--- src/rtl/pipe_skid_stage.sv ---
// Pipeline register stage with a valid/ready handshake and a one-entry skid buffer.
// in_ready and out_valid decode straight from the state flop, so backpressure stays registered.
//
// state | meaning
// EMPTY | nothing held; out_valid=0, in_ready=1
// BUSY  | main_q valid, skid empty; out_valid=1, in_ready=1
// FULL  | main_q and skid_q valid; out_valid=1, in_ready=0
module pipe_skid_stage #(
    parameter int WIDTH = 32
) (
    input  logic             clock,
    input  logic             reset_n,
    input  logic             flush,
    input  logic             in_valid,
    input  logic [WIDTH-1:0] in_data,
    output logic             in_ready,
    output logic             out_valid,
    output logic [WIDTH-1:0] out_data,
    input  logic             out_ready,
    output logic [15:0]      stall_count
);

    typedef enum logic [1:0] {
        EMPTY = 2'd0,
        BUSY  = 2'd1,
        FULL  = 2'd2
    } state_t;

    state_t           state_q;
    state_t           state_d;
    logic [WIDTH-1:0] main_q;
    logic [WIDTH-1:0] skid_q;
    logic             load_main_in;
    logic             load_main_skid;
    logic             load_skid;
    logic             in_accept;
    logic             out_accept;

    assign in_ready   = (state_q != FULL);
    assign out_valid  = (state_q != EMPTY);
    assign out_data   = main_q;
    assign in_accept  = in_valid && in_ready;
    assign out_accept = out_valid && out_ready;

    always_comb begin
        state_d        = state_q;
        load_main_in   = 1'b0;
        load_main_skid = 1'b0;
        load_skid      = 1'b0;
        if (flush) begin
            // Only validity is dropped; any word offered this cycle is discarded.
            state_d = EMPTY;
        end else begin
            case (state_q)
                EMPTY: begin
                    if (in_accept) begin
                        state_d      = BUSY;
                        load_main_in = 1'b1;
                    end
                end
                BUSY: begin
                    if (in_accept && out_accept) begin
                        load_main_in = 1'b1;
                    end else if (in_accept) begin
                        state_d   = FULL;
                        load_skid = 1'b1;
                    end else if (out_accept) begin
                        state_d = EMPTY;
                    end
                end
                FULL: begin
                    if (out_accept) begin
                        state_d        = BUSY;
                        load_main_skid = 1'b1;
                    end
                end
                default: state_d = EMPTY;
            endcase
        end
    end

    always_ff @(posedge clock or negedge reset_n) begin
        if (!reset_n) begin
            state_q <= EMPTY;
            main_q  <= '0;
            skid_q  <= '0;
        end else begin
            state_q <= state_d;
            if (load_main_in) begin
                main_q <= in_data;
            end else if (load_main_skid) begin
                main_q <= skid_q;
            end
            if (load_skid) begin
                skid_q <= in_data;
            end
        end
    end

    // Saturating debug counter; flush deliberately leaves it alone.
    always_ff @(posedge clock or negedge reset_n) begin
        if (!reset_n) begin
            stall_count <= '0;
        end else if (out_valid && !out_ready && (stall_count != 16'hFFFF)) begin
            stall_count <= stall_count + 16'd1;
        end
    end

endmodule

--- config.mk ---
export PLATFORM = sky130hd
export DESIGN_NAME = pipe_skid_stage
export DESIGN_NICKNAME = d
export VERILOG_FILES = /design/src/rtl/pipe_skid_stage.sv
export SDC_FILE = /design/constraint.sdc
export NUM_CORES = 1
export LEC_CHECK = 0
export CAP_MARGIN = 20
export CORE_MARGIN = 2
export CORE_UTILIZATION = 50
export DETAILED_ROUTE_END_ITERATION = 10
export PLACE_DENSITY = 0.8
export SLEW_MARGIN = 20
export SYNTH_ARGS = -nofsm -noshare
export SYNTH_HDL_FRONTEND = slang
export SYNTH_SLANG_ARGS = --single-unit
export TNS_END_PERCENT = 100
--- constraint.sdc ---
create_clock -name clock -period 1.95 [get_ports clock]
set_input_delay 0.39 -clock clock [delete_from_list [all_inputs] [get_ports clock]]
set_output_delay 0.39 -clock clock [all_outputs]
set_load 0.01 [all_outputs]
==> impl_metrics.csv <==
group,metric,value,unit
timing,max_freq,536,MHz
critical_path,worst_setup_path_start_kind,"flip-flop",
timing,fin_worst_skew,6.32,ps
die,ios,87,
critical_path,critPathCaptureType,"output port",
yosys,synth_most_common_cell,"dfrtp_1",
yosys,synthTopCellsByArea,"dfrtp_1, mux2_2, mux2i_1",
cts,cts_root_buf,"clkbuf_8",
cts,numCtsBuffers,9,
yosys,synthCells,292,
timing,max_slew_margin,0.592,
cells_and_area,fillers,556,
critical_path,cp_data_arrival_time,1480,ps
timing,finalSetupViolCount,0,
detailed_routing,drc,0,
place,place_inst,474,
cts,h-tree-depth,3,
grt,grt_pass1_vias,2577,
timing,drv_slew,0,
yosys,synth_commonest_cells,"dfrtp_1, a21oi_1, nor2_1",
timing,max_slew.worst_pin.slew,612,ps
die,num_rows,31,
cts,clock-sinks,82,
detailed_routing,avgViaCountPerCell,5.25,
grt,grt_pass1_wl,11.8,mm
power_and_ir_drop,power_density,950,nW/um2
yosys,yosysWarnings,0,
critical_path,path_class,"reg -> out",
die,initial_core_util,0.509,
cts,clk_latency,340,ps
grt,antenna_found_initial,0,
cts,cts_tree,"yes",
place,placed_cell_area,4670,um2
timing,finalCritPeriodShare,0.957,
yosys,syn_nets,330,
die,core_area,7180,um2
cells_and_area,finalCoreUtilization,0.682,
detailed_routing,routed_wl,7.41,mm
detailed_routing,drt_iter0_drc,59,
place,hpwlAfterDp,5.01,mm
grt,track_usage,0.195,
critical_path,worstPathMaxFanout,7,
critical_path,worstPathRequired,1560,ps
place,io_buffers,86,
yosys,yosysTopAreaCellShare,0.562,
yosys,async_flop_share,1.00,
die,die_h,89.5,um
cells_and_area,layout-drive-gt1-share,0.199,
timing,hold_viol_final,0,
yosys,dominantRegCellSynth,"dfrtp_1",
min_path,min_path_type,"in -> async",
yosys,avgSynthCellArea,12.5,um2
cells_and_area,nNetsFinal,425,
grt,grt_max_degree,47,
power_and_ir_drop,ir_drop,0.639,mV
cells_and_area,antenna_cells,0,
yosys,seq_area_frac_synth,0.562,
yosys,synth_edf_count,0,
run,drv_cap,0,
yosys,ys_ff_latch,82,
detailed_routing,vias,2580,
cells_and_area,fin_cells,491,
yosys,synth.distinct_cells,42,
timing,rsz0062_at_grt,"false",
detailed_routing,wl_per_cell,15.1,um
cts,postCtsHoldBufs,0,
grt,gr-total-overflow,0,
power_and_ir_drop,p_total,4.65,mW
cts,clkTransAtPathRegs,80,ps
yosys,synth_area,3650,um2
detailed_routing,first_pass_iters,4,
cts,cts_max_path_buffers,2,
cells_and_area,syn_to_final_growth,34.0,%
place,place_congestion,0.831,
die,dieArea,8000,um2
yosys,yosysTopAreaCell,"dfrtp_1",
timing,period_needed,1870,ps
die,die_w,89.5,um
detailed_routing,ant_nets,0,
outcome,status,"completed",
timing,timing.hold.ws,55.5,ps
power_and_ir_drop,power_leakage,2.07,nW
cells_and_area,final_cell_area,4890,um2
-- repair_timing --
item	CTS	global route
setup buffers	0	1
resized for setup	4	0
pin swaps	0	0
cloned	0	0
setup endpoints to repair	2	1
-- routing by layer --
metal,vias up,track usage,part of all wire
li1,1232,-,-
met1,1259,0.257,0.45
met2,80,0.311,0.47
met3,9,0.0471,0.065
met4,0,0.0773,0.015
met5,-,0,0
-- per-stage QoR --
stage                     worst slack [ps]  setup TNS [ps]
after floorplan                        187               0
after global placement               -2.18           -2.18
after detailed placement             -39.4            -597
after CTS                             27.2               0
after global routing                  1.15               0
final                                 84.6               0
-- worst max-delay path, stage by stage (launching register included) --
cell	delay, ps
dfrtp_2	480
nand2b_4	120
clkdlybuf4s50_1	540
-- placed cells by master, fill, tap and decap left out, drive strengths merged, types with 2 or more instances in the layout --
master	synthesis	routed
clkdlybuf4s50	0	84
buf	10	15
clkinv	0	4
xnor2	2	2
mux2	34	34
nor3b	4	4
nor3	3	3
mux2i	32	32
nand3	6	6
nor4	3	3
and3	3	3
and4bb	2	2
clkbuf	6	10
nand2	3	3
and4	3	3
xor2	9	9
dfrtp	82	82
nor2	36	36
nand4	2	2
a21oi	36	36
o21ai	3	3
inv	1	2
-- layout make-up --
cell class / instances / area [um2] / share of cell area
Clock buffer: 10 / 138 / 0.0281
Clock inverter: 6 / 65.1 / 0.0133
Inverter: 1 / 3.75 / 0.000767
Multi-Input combinational cell: 193 / 1500 / 0.306
Sequential cell: 82 / 2050 / 0.420
Tap cell: 99 / 124 / 0.0253
Timing Repair Buffer: 100 / 1010 / 0.207
-- cells by family after synthesis --
group	share of synthesized area
xor+xnor	0.0264
fa+ha+maj	0.00343
buf+inv	0.0353
flops	0.562
compound gates	0.0695
mux	0.195
simple gates	0.109
-- report_power, final --
part           switching, mW  total [mW]  internal (mW)
Sequential             0.248        2.32           2.07
Combinational          0.417        1.10          0.685
Clock                  0.603        1.23          0.631
Total                   1.27        4.65           3.38
-- flip-flops by register name, summed over array words and instances, names as in the netlist --
| register | flops |
|---|---|
| out_data | 32 |
| skid_q | 32 |
| stall_count | 16 |
| state_q | 2 |
-- path summary, 6_finish.rpt --
kind,startpoint,end,slack (ps),depth (start not counted)
min in group clock,stall_count[14],stall_count[14],510,1
min reg2reg,stall_count[14],stall_count[14],510,1
max in group asynchronous,reset_n,skid_q[22],1310,2
max reg2reg,stall_count[0],stall_count[14],170,6
max,state_q[1],in_ready,80,2
min,reset_n,out_data[10],60,1
No activity file was read; power rests on OpenSTA's default activity.
